**config.mk**
```make
export PLATFORM = sky130hd
export DESIGN_NAME = char_motion_ctrl_flat
export DESIGN_NICKNAME = d
export VERILOG_FILES = /design/src/rtl/char_motion_ctrl_if.sv /design/src/rtl/char_motion_ctrl.sv /design/src/flat_wrapper.sv
export SDC_FILE = /design/constraint.sdc
export NUM_CORES = 1
export LEC_CHECK = 0
export ABC_AREA = 1
export ABC_CLOCK_PERIOD_IN_PS = 1580
export CELL_PAD_IN_SITES_DETAIL_PLACEMENT = 1
export CELL_PAD_IN_SITES_GLOBAL_PLACEMENT = 2
export CORE_MARGIN = 8
export CORE_UTILIZATION = 28
export CTS_BUF_LIST = sky130_fd_sc_hd__clkbuf_2
export CTS_CLUSTER_SIZE = 24
export DETAILED_ROUTE_END_ITERATION = 7
export PLACE_DENSITY = 0.82
export SLEW_MARGIN = 20
export SYNTH_ARGS = -nofsm -noshare
export SYNTH_HDL_FRONTEND = slang
export SYNTH_SLANG_ARGS = --single-unit
```
**constraint.sdc**
```tcl
create_clock -name sys_clk -period 1.58 [get_ports sys_clk]
set_input_delay 0.395 -clock sys_clk [delete_from_list [all_inputs] [get_ports sys_clk]]
set_output_delay 0.395 -clock sys_clk [all_outputs]
set_load 0.01 [all_outputs]
```
**src/rtl/char_motion_ctrl_if.sv**
```systemverilog
// Bundle between keypad/collision logic, the motion scheduler and the position register.
// Latency: none; this is just wiring.
// Backpressure: none; all signals are levels or single-cycle pulses.
interface char_motion_ctrl_if;
    logic       en;
    logic [1:0] key_lr;     // {left, right}
    logic       jump_btn;
    logic [9:0] char_x;
    logic       blk_up;
    logic       blk_down;
    logic       blk_left;
    logic       blk_right;
    logic [3:0] step;       // {up, down, left, right}
    logic [1:0] state;
    logic [5:0] rise_cnt;

    // Driver side: keypad decoder, collision map, position register feedback.
    modport master (
        output en, key_lr, jump_btn, char_x, blk_up, blk_down, blk_left, blk_right,
        input  step, state, rise_cnt
    );

    // Scheduler side.
    modport slave (
        input  en, key_lr, jump_btn, char_x, blk_up, blk_down, blk_left, blk_right,
        output step, state, rise_cnt
    );
endinterface

```
**src/rtl/char_motion_ctrl.sv**
```systemverilog
// Motion scheduler: divides sys_clk to a motion tick, runs jump/fall FSM, emits vetted step pulses.
// Latency: decisions taken on the tick cycle, step pulse visible the following cycle for one cycle.
// Backpressure: none; en=0 freezes counter/FSM and suppresses all pulses.
module char_motion_ctrl #(
    parameter int TICK_DIV = 50000,
    parameter int JUMP_H   = 48,
    parameter int X_MIN    = 0,
    parameter int X_MAX    = 639
) (
    input  logic                sys_clk,
    input  logic                sys_rst_n,
    char_motion_ctrl_if.slave   bus
);

    localparam int              CW        = (TICK_DIV > 2) ? $clog2(TICK_DIV) : 1;
    localparam logic [CW-1:0]   TICK_LAST = CW'(TICK_DIV - 1);
    localparam logic [5:0]      RISE_MAX  = 6'(JUMP_H);
    localparam logic [9:0]      X_LO      = 10'(X_MIN);
    localparam logic [9:0]      X_HI      = 10'(X_MAX);

    typedef enum logic [1:0] {
        ST_GROUND = 2'b00,
        ST_RISE   = 2'b01,
        ST_FALL   = 2'b10,
        ST_BAD    = 2'b11
    } mstate_t;

    logic [CW-1:0] tick_cnt;
    logic          tick;
    logic          jump_q;
    logic          jump_lat;
    logic          jump_edge;
    logic          jump_req;
    logic [1:0]    hz_step;
    mstate_t       st_q;
    logic [5:0]    rise_q;
    logic [3:0]    step_q;

    assign tick      = bus.en && (tick_cnt == TICK_LAST);
    assign jump_edge = bus.jump_btn && !jump_q;
    // An edge arriving on the tick cycle itself is honoured by that tick.
    assign jump_req  = jump_lat || jump_edge;

    // Motion tick divider; holds its value while paused so resuming keeps the phase.
    always_ff @(posedge sys_clk or negedge sys_rst_n) begin
        if (!sys_rst_n) begin
            tick_cnt <= '0;
        end else if (bus.en) begin
            tick_cnt <= (tick_cnt == TICK_LAST) ? '0 : tick_cnt + 1'b1;
        end
    end

    // Jump edge detector and one-tick latch; pause forces the latch clear.
    always_ff @(posedge sys_clk or negedge sys_rst_n) begin
        if (!sys_rst_n) begin
            jump_q   <= 1'b0;
            jump_lat <= 1'b0;
        end else begin
            jump_q <= bus.jump_btn;
            if (!bus.en || tick) begin
                jump_lat <= 1'b0;
            end else if (jump_edge) begin
                jump_lat <= 1'b1;
            end
        end
    end

    // Horizontal vetting: only a single held direction moves, never past walls or screen edge.
    always_comb begin
        hz_step = 2'b00;
        case (bus.key_lr)
            2'b10: if (!bus.blk_left  && (bus.char_x > X_LO)) hz_step = 2'b10;
            2'b01: if (!bus.blk_right && (bus.char_x < X_HI)) hz_step = 2'b01;
            default: hz_step = 2'b00;
        endcase
    end

    // Vertical FSM with registered state, rise counter and step pulse.
    always_ff @(posedge sys_clk or negedge sys_rst_n) begin
        if (!sys_rst_n) begin
            st_q   <= ST_FALL;
            rise_q <= 6'd0;
            step_q <= 4'b0000;
        end else begin
            step_q <= 4'b0000;
            if (tick) begin
                case (st_q)
                    ST_GROUND: begin
                        if (!bus.blk_down) begin
                            st_q   <= ST_FALL;
                            step_q <= {2'b00, hz_step};
                        end else if (jump_req && !bus.blk_up) begin
                            st_q   <= ST_RISE;
                            rise_q <= 6'd1;
                            step_q <= {2'b10, hz_step};
                        end else begin
                            step_q <= {2'b00, hz_step};
                        end
                    end
                    ST_RISE: begin
                        if (bus.blk_up || (rise_q == RISE_MAX)) begin
                            // Head bump or apex: start falling, keep rise_cnt for visibility.
                            st_q   <= ST_FALL;
                            step_q <= {2'b00, hz_step};
                        end else begin
                            rise_q <= rise_q + 6'd1;
                            step_q <= {2'b10, hz_step};
                        end
                    end
                    ST_FALL: begin
                        if (bus.blk_down) begin
                            st_q   <= ST_GROUND;
                            rise_q <= 6'd0;
                            step_q <= {2'b00, hz_step};
                        end else begin
                            step_q <= {2'b01, hz_step};
                        end
                    end
                    default: begin
                        // Illegal encoding recovers through FALL.
                        st_q   <= ST_FALL;
                        step_q <= {2'b00, hz_step};
                    end
                endcase
            end
        end
    end

    assign bus.step     = step_q;
    assign bus.state    = st_q;
    assign bus.rise_cnt = rise_q;

endmodule

```
**src/flat_wrapper.sv**
```systemverilog
// flat-port wrapper written by rule: the top's interface ports become plain ports
module char_motion_ctrl_flat 
#(
    parameter int TICK_DIV = 50000,
    parameter int JUMP_H   = 48,
    parameter int X_MIN    = 0,
    parameter int X_MAX    = 639
)
  (sys_clk, sys_rst_n, bus_en, bus_key_lr, bus_jump_btn, bus_char_x, bus_blk_up, bus_blk_down, bus_blk_left, bus_blk_right, bus_step, bus_state, bus_rise_cnt);
  char_motion_ctrl_if bus_i ();
  input  logic sys_clk;
  input  logic sys_rst_n;
  input wire logic [$bits(bus_i.en)-1:0] bus_en;
  input wire logic [$bits(bus_i.key_lr)-1:0] bus_key_lr;
  input wire logic [$bits(bus_i.jump_btn)-1:0] bus_jump_btn;
  input wire logic [$bits(bus_i.char_x)-1:0] bus_char_x;
  input wire logic [$bits(bus_i.blk_up)-1:0] bus_blk_up;
  input wire logic [$bits(bus_i.blk_down)-1:0] bus_blk_down;
  input wire logic [$bits(bus_i.blk_left)-1:0] bus_blk_left;
  input wire logic [$bits(bus_i.blk_right)-1:0] bus_blk_right;
  output wire logic [$bits(bus_i.step)-1:0] bus_step;
  output wire logic [$bits(bus_i.state)-1:0] bus_state;
  output wire logic [$bits(bus_i.rise_cnt)-1:0] bus_rise_cnt;
  assign bus_i.en = bus_en;
  assign bus_i.key_lr = bus_key_lr;
  assign bus_i.jump_btn = bus_jump_btn;
  assign bus_i.char_x = bus_char_x;
  assign bus_i.blk_up = bus_blk_up;
  assign bus_i.blk_down = bus_blk_down;
  assign bus_i.blk_left = bus_blk_left;
  assign bus_i.blk_right = bus_blk_right;
  assign bus_step = bus_i.step;
  assign bus_state = bus_i.state;
  assign bus_rise_cnt = bus_i.rise_cnt;
  char_motion_ctrl #(.TICK_DIV(TICK_DIV), .JUMP_H(JUMP_H), .X_MIN(X_MIN), .X_MAX(X_MAX)) u_core (.sys_clk(sys_clk), .sys_rst_n(sys_rst_n), .bus(bus_i));
endmodule
```
### Word-level counts from Yosys, hierarchy flattened

Cells that the tools add are included.

| word-level totals | value |
|---|---|
| logic and storage cells | 62 |
| output and inout bits | 12 |
| bits in registers | 30 |

| cells by class | value |
|---|---|
| muxes and demuxes | 22 |
| reductions and logical operators | 18 |
| $lt $le $gt $ge | 2 |
| equal/unequal tests | 12 |
| $add $sub $neg | 2 |

Operators with widths:

| cell | number |
|---|---|
| 6-bit 2-to-1 mux | 4 |
| 6-bit case mux with 3 select lines | 1 |
| 16-bit by 1-bit adder with 16-bit output (second input constant) | 1 |
| 16-bit == test (second input constant) | 1 |
| 16-bit 2-to-1 mux | 1 |
| 4-bit 2-to-1 mux | 4 |
| 4-bit case mux with 3 select lines | 1 |
| 10-bit by 1-bit > comparator with 1-bit output (second input constant) | 1 |
| 10-bit less-than comparator (second input constant) | 1 |
| 2-bit 2-to-1 mux | 5 |
| 6-bit by 1-bit adder with 6-bit output (second input constant) | 1 |
| 6-bit == test (second input constant) | 1 |
| 2-bit != test (second input constant) | 3 |
| 2-bit case mux with 3 select lines | 1 |
| 6-bit AND reduction | 1 |
| 1-bit logical AND | 5 |
| 1-bit zero test | 5 |
| 2-bit by 1-bit == test with 1-bit output (second input constant) | 2 |
| 2-bit == test (second input constant) | 2 |
| 2-bit by 1-bit != test with 1-bit output (second input constant) | 2 |
| 2-bit case mux with 2 select lines | 1 |
| 4-bit AND reduction | 1 |
| 1-bit logical OR | 3 |
| 1-bit 2-to-1 mux | 3 |
| other kinds (5) | 5 |

### Depth between registers and ports, before layout

Gate-level depths: netlist of run 1.

| logic depth | value |
|---|---|
| depth after elaboration | 8 |
| gate-level depth with buffers | 11 |
| gate-level depth less buffers | 11 |

### Least setup slack after synthesis of run 1

OpenSTA, ideal clock, no wires.

| timing | value |
|---|---|
| path kind | register -> register |
| start point | reg u_core.st_q[1], in the netlist u_core.bus.state[1] |
| end point | reg u_core.rise_q[2], in the netlist u_core.bus.rise_cnt[2] |
| arrival | 1.497 ns |
| cell stages (with the launch flop) | 9 |
| path slack | -0.034 ns |
| period minus slack after synthesis | 1.614 ns |
| data required time | 1.463 ns |
| setup time | 0.117 ns |
| cells stage by stage | dfstp_2 inv_1 ha_1 a21oi_1 nand2_1 nor2_2 nand2_4 nand2_1 nand2_1 |

| on the way | value |
|---|---|
| cells in the longest elaborated chain, start to end | 3 |
| elaborated cells between the ends (all ways) | 10 |
| those cells by class | 6 x eq/ne; 1 x mux; 3 x reduce/logical |

Ends and longest elaborated chain:

| item | RTL line | source |
|---|---|---|
| from (decl) | char_motion_ctrl.sv:35 | `mstate_t st_q;` |
| from (signal assigned) | char_motion_ctrl.sv:81 | `st_q <= ST_FALL;` |
| from (signal assigned) | char_motion_ctrl.sv:90 | `st_q <= ST_FALL;` |
| from (signal assigned) | char_motion_ctrl.sv:93 | `st_q <= ST_RISE;` |
| 2-bit by 1-bit == test with 1-bit output, or another cell as far along | char_motion_ctrl.sv:87 | `case (st_q)` |
| 2-bit != test (no line), or another cell as far along | n/a |  |
| 6-bit AND reduction (no line) | n/a |  |
| to (signal assigned) | char_motion_ctrl.sv:106 | `rise_q <= rise_q + 6'd1;` |
| to (decl) | char_motion_ctrl.sv:36 | `logic [5:0] rise_q;` |

Several ways; a longest one is shown, not always the timed one.
A chain may end at the register's enable or synchronous reset.

### Worst setup path in the final report of run 1

| timing | value |
|---|---|
| start point | reg u_core.st_q[1], in the netlist u_core.bus.state[1] |
| end point | reg u_core.rise_q[0], in the netlist u_core.bus.rise_cnt[0] |

The elaborated chain is that of the path after synthesis.

==> results of run 1 <==
-- registers in the layout (all words and copies together), names as in the netlist --
signal	cells
u_core.bus.rise_cnt	6
u_core.jump_q	1
u_core.tick_cnt	16
u_core.bus.step	4
u_core.bus.state	2
u_core.jump_lat	1
-- synthesized netlist by cell type, drive strengths merged --
cell    instances
dfrtp          29
xnor2           1
nand3          28
a21oi           8
o21ai          11
or2             2
a21boi          2
nand2          73
a211oi          1
dfstp           1
nor3            4
xor2            3
nor2           40
buf             2
nand4           5
o211ai          1
o21bai          1
ha              9
nor4            2
inv            43
and3            2
-- power by group through the flow --
stage          clock network [uW]  logic (uW)  registers [uW]
2_1_floorplan                   0         388             983
3_3_place_gp                    0         662             993
3_5_place_dp                    0         681             995
4_1_cts                       420         691             981
5_1_grt                       453         859            1010
6_report                      398         767             997
-- repair_timing --
action / in CTS / in global routing
endpoints found under the setup margin: 19 / 22
cloned: 0 / 0
pin swaps: 5 / 17
resized for setup: 36 / 49
buffers inserted: 6 / 3
-- path summary, 6_finish.rpt --
| path | start | to | slack (ns) | cells after the start |
|---|---|---|---|---|
| min in group sys_clk | bus_jump_btn | u_core.jump_q | 0.46 | 1 |
| max in group asynchronous | sys_rst_n | u_core.bus.state[1] | 1.01 | 2 |
| max reg2reg | u_core.bus.state[1] | u_core.bus.rise_cnt[0] | 0.02 | 7 |
| min reg2reg | u_core.jump_q | u_core.jump_lat | 0.53 | 3 |
| max | u_core.bus.state[1] | u_core.bus.rise_cnt[0] | 0.02 | 7 |
| min | sys_rst_n | u_core.bus.state[0] | 0.34 | 2 |
-- per-layer routing --
| layer | share of wire, % | wire, um | GRT usage, % |
|---|---|---|---|
| met1 | 46 | 2650 | 15.4 |
| met2 | 50 | 2900 | 20.5 |
| met4 | 1.8 | 105 | 4.96 |
| met5 | 0 | 0 | 0 |
| met3 | 2.1 | 120 | 2.54 |
-- layout make-up --
cell class,count,area (sq um),area share (%)
Sequential cell,30,753,26.6
Tap cell,80,100,3.54
Multi-Input combinational cell,193,1180,41.6
Timing Repair Buffer,70,597,21.1
Clock inverter,2,8.76,0.309
Clock buffer,6,30.0,1.06
Inverter,43,164,5.79
-- stage by stage --
step / setup slack [ns] / util, % / total power (uW) / hold slack (ns) / cells
after detailed placement: -0.264 / 38.1 / 1680 / 0.517 / 407
final: 0.0239 / 42.4 / 2160 / 0.337 / 424
after global placement: -0.229 / 38.1 / 1650 / 0.496 / 407
after global routing: -0.0249 / 42.4 / 2330 / 0.321 / 424
after CTS: 0.00370 / 39.5 / 2090 / 0.326 / 421
after floorplan: 0.0248 / - / 1370 / 0.0994 / 268
-- cells by family (layout without fill, tap and decap cells) --
logic type,after synthesis,in the layout,synth area share [%]
AOI/OAI and AO/OA,24,24,7.17
xor gates and xnor gates,4,4,1.84
adders and majority gates,9,9,5.92
buffers and inverters,45,121,9.01
DFF,30,30,39.5
and+or+nand+nor,156,156,36.6
-- placed cells by master, fill, tap and decap left out, types with 2 or more instances in the layout --
cell / count
and3_1: 2
o21ai_0: 10
ha_4: 3
nor2_1: 23
dfrtp_1: 28
nor3_1: 3
nand2_2: 8
xor2_1: 3
nor4_1: 2
buf_2: 4
ha_2: 3
clkdlybuf4s50_1: 19
a21boi_0: 2
clkbuf_2: 6
buf_6: 3
nand2_1: 63
nand4_1: 5
nor2_2: 9
nand2_4: 2
buf_4: 35
ha_1: 3
a21oi_1: 6
nor2_4: 8
nand3_2: 10
a21oi_2: 2
inv_2: 7
inv_1: 35
nand3_1: 17
dlygate4sd2_1: 8
-- critical path: stages (launching register included) --
cell	delay [ns]
dfstp_2	0.59
inv_2	0.05
buf_4	0.13
ha_4	0.17
buf_4	0.13
o21ai_0	0.25
nand3_2	0.11
nand2_1	0.07
==> impl_metrics.ini, run 1 <==
[run_status]
status = completed

[synthesis]
synth_top_cell_by_area = dfrtp_1
synth_seq_cells = 30
ys_types = 28
seq_area_frac_synth_pct = 39.5
syn_nets = 297
synth_area_leaders = dfrtp_1 (38%), nand2_1 (14%), inv_1 (8.1%)
synthCells = 268
ys_warn_count = 0
avgSynthCellArea_sq_um = 7.10
yosysTopAreaCellShare_pct = 38.1
syn_area_sq_um = 1900

[floorplanning]
dieArea_sq_um = 9690
fp.coreArea_sq_um = 6680
num_rows = 30
start_util_pct = 28.5
die_w_um = 98.4
ios = 32
die_h_um = 98.4

[critical_path]
critPathKind = register to register
crit_fanout = 4
start_kind = register
cp.required_ns = 1.93
worstPathArrival_ns = 1.91
end_kind = register

[global_routing]
grt_pass1_wl_mm = 9.84
grt.overflow.total = 0
grt_max_degree = 31
track_usage_pct = 12.4
grt_pass1_vias = 2131
antenna_found_initial = 0

[final_layout]
nets = 372
design_area_sq_um = 2830
n_fill_cell = 839
drive_gt1_share_pct = 32.0
antenna_cells = 0
syn2layout_area_growth_pct = 48.8

[clock_network]
clock_path_buffers = 2
cts_root_buf = clkbuf_2
cts.clk_slew.worst_paths_ns = 0.17
insertion_delay_ns = 0.39
cts_sinks = 30
cts_hold_buf = 0
cts_made_buffers = 5
tritoncts = built
htree_levels = 2

[power_and_ir_drop]
power_density_nw_per_um2 = 763
peakVddDrop_v = 0.000490
power.switching_uw = 834
swShare_pct = 38.6
p_clk_share_pct = 18.4
comb_power_share_pct = 35.5
internal-power_uw = 1330
p_seq_share_pct = 46.1
p_leak_uw = 0.00141

[timing]
drv_slew = 0
fin_skew_ns = 0.0175
tns_ns = 0
fmaxAchievable_mhz = 643
hold_violations = 0
fin_crit_ns = 1.56
worstMarginPinSlew_ns = 0.314
slew_headroom_pct = 78.8
min_period_over_period_pct = 98.5
rsz0062_at_grt = true
setup_violations = 0

[run]
maxCapViolCount = 0

[placement]
port-buffer-count = 31
place_area_sq_um = 2550
place.gp.congestion = 0.790
hpwlAfterDp_mm = 4.34

[route]
drtAntennaViolNets = 0
drc = 0
via_count = 1982
detail_route.wl_per_cell_um = 13.6
vias_per_cell = 4.67
drt_iter0_markers = 27
wl_mm = 5.78
dr.pass1.iters = 4

[worst_hold_path]
hold_path_class = input pin to asynchronous set/reset pin
Power figures use the tool's default switching activity.
==> run 2, diff against run 1 <==
--- a/config.mk
+++ b/config.mk
@@ -7,6 +7,7 @@
 export LEC_CHECK = 0
 export ABC_AREA = 1
 export ABC_CLOCK_PERIOD_IN_PS = 1580
+export CAP_MARGIN = 20
 export CELL_PAD_IN_SITES_DETAIL_PLACEMENT = 1
 export CELL_PAD_IN_SITES_GLOBAL_PLACEMENT = 2
 export CORE_MARGIN = 8
==> results of run 2 <==
Same layout as run 1: the final DEF is identical, and so are final timing and power.
==> run 3, diff against run 2 <==
--- a/config.mk
+++ b/config.mk
@@ -5,18 +5,18 @@
 export SDC_FILE = /design/constraint.sdc
 export NUM_CORES = 1
 export LEC_CHECK = 0
-export ABC_AREA = 1
+export ABC_AREA = 0
 export ABC_CLOCK_PERIOD_IN_PS = 1580
 export CAP_MARGIN = 20
 export CELL_PAD_IN_SITES_DETAIL_PLACEMENT = 1
 export CELL_PAD_IN_SITES_GLOBAL_PLACEMENT = 2
 export CORE_MARGIN = 8
-export CORE_UTILIZATION = 28
+export CORE_UTILIZATION = 29
 export CTS_BUF_LIST = sky130_fd_sc_hd__clkbuf_2
 export CTS_CLUSTER_SIZE = 24
 export DETAILED_ROUTE_END_ITERATION = 7
-export PLACE_DENSITY = 0.82
-export SLEW_MARGIN = 20
+export PLACE_DENSITY = 0.8
+export SLEW_MARGIN = 15
 export SYNTH_ARGS = -nofsm -noshare
 export SYNTH_HDL_FRONTEND = slang
 export SYNTH_SLANG_ARGS = --single-unit
==> run 3 against run 2 <==
The run now ends with negative setup slack left. Hold slack worse by 0.0082 ns. Cell count fell by 20%. Clock skew increased by 0.011 ns. Highest routed layer unchanged. Wire length is 16% lower. Flip-flop and latch count is the same. Utilization up 6.7 points. First-iteration DRC count fell by 30%.
==> impl_metrics.ini, run 3 <==
[placement]
port-buffer-count = 31
place.gp.congestion = 0.766
hpwlAfterDp_mm = 3.65
place_area_sq_um = 2410

[final_layout]
final_util_pct = 49.1
nets = 294
drive_gt1_share_pct = 37.6
regMostFlops = u_core.tick_cnt
mostFrequentLayoutCell = buf_4
largest_reg_flops = 16
syn2layout_area_growth_pct = 65.1
layout_common_cells = buf_4 (57), dfrtp_1 (29), clkdlybuf4s50_1 (19)
design_area_sq_um = 2670
antenna_cells = 0

[global_routing]
antenna_found_initial = 0
grt_use_met2_pct = 20.2
grt_util_met1_pct = 13.5
grt_max_degree = 31
grt.overflow.total = 0
grt-busiest-layer = met2
track_usage_pct = 12.0
use_met3_pct = 4.24
grt_pass1_vias = 1794
grt_pass1_wl_mm = 8.18

[synthesis]
ys_warn_count = 0
syn_area_sq_um = 1620
synth_top_cell_by_area = dfrtp_1
synth_edf_count = 0
synth_area_leaders = dfrtp_1 (45%), ha_1 (7.0%), o21ai_0 (4.3%)
synth_most_common_cell = dfrtp_1
ys_types = 37
synth_seq_cells = 30
ys_top_cells_by_count = dfrtp_1 (29), nand2_1 (14), o21ai_0 (14), inv_1 (12), nand3_1 (11)
syn_nets = 197
avgSynthCellArea_sq_um = 9.63
synthCells = 168
yosysTopAreaCellShare_pct = 44.9
seq_area_frac_synth_pct = 46.5
async_flop_share_pct = 100
synth_top_flop_cell = dfrtp_1

[critical_path]
worstPathArrival_ns = 2.38
crit_fanout = 4
cp.depth = 5
cp.required_ns = 1.87
r2r_cells = 5
path_cells = or4_4 > and4bb_4 > nand4b_1 > or3_4 > o311ai_1
path_buf_inv = 0
start_kind = register
end_kind = register
critPathKind = register to register
path_delay_family = simple AND/OR/NAND/NOR gates
critPathSlowestCell = or4_4
critical_path.max_stage_delay_ns = 0.53
r2r_setup_slack_ns = -0.52

[route]
wl_mm = 4.85
via_count = 1610
drt_iter0_markers = 19
detail_route.wl_per_cell_um = 14.4
drc = 0
dr.pass1.iters = 4
drtAntennaViolNets = 0
vias_per_cell = 4.76

[clock_network]
cts_hold_buf = 0
clock_path_buffers = 2
tritoncts = built
cts.clk_slew.worst_paths_ns = 0.18
cts_sinks = 30
insertion_delay_ns = 0.39
htree_levels = 2
cts_made_buffers = 5
cts_root_buf = clkbuf_2

[power_and_ir_drop]
p_leak_uw = 0.00120
internal-power_uw = 1190
p_clk_share_pct = 23.0
p_seq_share_pct = 50.8
swShare_pct = 30.9
power.switching_uw = 530
comb_power_share_pct = 26.2
peakVddDrop_v = 0.000308
p_total_uw = 1720
power_density_nw_per_um2 = 642

[timing]
tns_ns = -5.99
whs_ns = 0.328
rsz0062_at_grt = true
fin_crit_ns = 2.10
setup_violations = 22
min_period_over_period_pct = 133
worstMarginPinSlew_ns = 0.488
slew_headroom_pct = 67.1
fmaxAchievable_mhz = 477
worst_slack_ns = -0.515
fin_skew_ns = 0.0287
drv_slew = 0
hold_violations = 0

[run_status]
violations = negative setup slack
status = finished with violations

[floorplanning]
dieArea_sq_um = 8220
fp.coreArea_sq_um = 5440
die_h_um = 90.7
start_util_pct = 29.7
die_w_um = 90.7
num_rows = 27
ios = 32

[worst_hold_path]
hold_path_class = input pin to asynchronous set/reset pin

[run]
maxCapViolCount = 0
[run 3: cell types whose count changed after synthesis, sizes merged, moves of 5 or more]
cell	delta
nand3	-17
xnor2	+5
nand2	-59
inv	-31
nor2	-30
[run 3: worst register-to-register path: stages, from the launching register on]
cell      delay (ns)
dfrtp_1         0.41
or4_4           0.53
and4bb_4        0.35
nand4b_1        0.10
or3_4           0.37
o311ai_1        0.23
[run 3: metrics by stage]
| stage | setup slack, ns | std cells |
|---|---|---|
| floorplan | -0.380 | 168 |
| global placement | -0.555 | 318 |
| detailed placement | -0.646 | 318 |
| CTS | -0.516 | 331 |
| global route | -0.611 | 338 |
| finish | -0.515 | 338 |
[run 3: timing repair]
action,4_1_cts,5_1_grt
pin swaps,6,3
endpoints found under the setup margin,36,30
gates resized for setup,44,25
setup buffers,6,9
cloned,0,1
[run 3: cell families (layout without fill, tap and decap cells)]
kind of cell,count (synthesis),after routing,synth area share (%)
simple gates,69,69,23.8
compound gates,31,31,11.7
flops,30,30,46.5
buf+inv,16,114,3.87
xor+xnor,11,11,5.95
fa+ha+maj,9,9,6.96
mux,2,2,1.24
[run 3: layout make-up]
class                   count  area, sq um
flip-flops and latches     30          752
clock inverters             2         10.0
multi-input cells         122          940
fillers                   639         2770
inverters                  12         45.0
clock buffers               6         30.0
repair buffers             94          805
well taps                  72         90.1
[run 3: power by group through the flow]
stage          Clock, uW  Combinational, uW  Sequential, uW
6_report             394                450             872
5_1_grt              450                494             879
4_1_cts              407                401             867
3_5_place_dp           0                376             881
3_3_place_gp           0                366             877
2_1_floorplan          0                117             902
[run 3: routing by layer]
layer | routed length, um | vias to the layer above
met5 | 0 | -
met4 | 76 | 0
met3 | 226 | 5
met2 | 2410 | 31
met1 | 2140 | 767
li1 | - | 807
[run 3: final timing paths]
| kind | from | endpoint |
|---|---|---|
| setup / recovery | u_core.tick_cnt[7] | u_core.bus.rise_cnt[2] |
| setup reg to reg | u_core.tick_cnt[7] | u_core.bus.rise_cnt[2] |
| hold reg to reg | u_core.tick_cnt[15] | u_core.tick_cnt[15] |
| max in group asynchronous | sys_rst_n | u_core.bus.state[1] |
| min in group sys_clk | bus_jump_btn | u_core.jump_q |
| hold / removal | sys_rst_n | u_core.tick_cnt[12] |
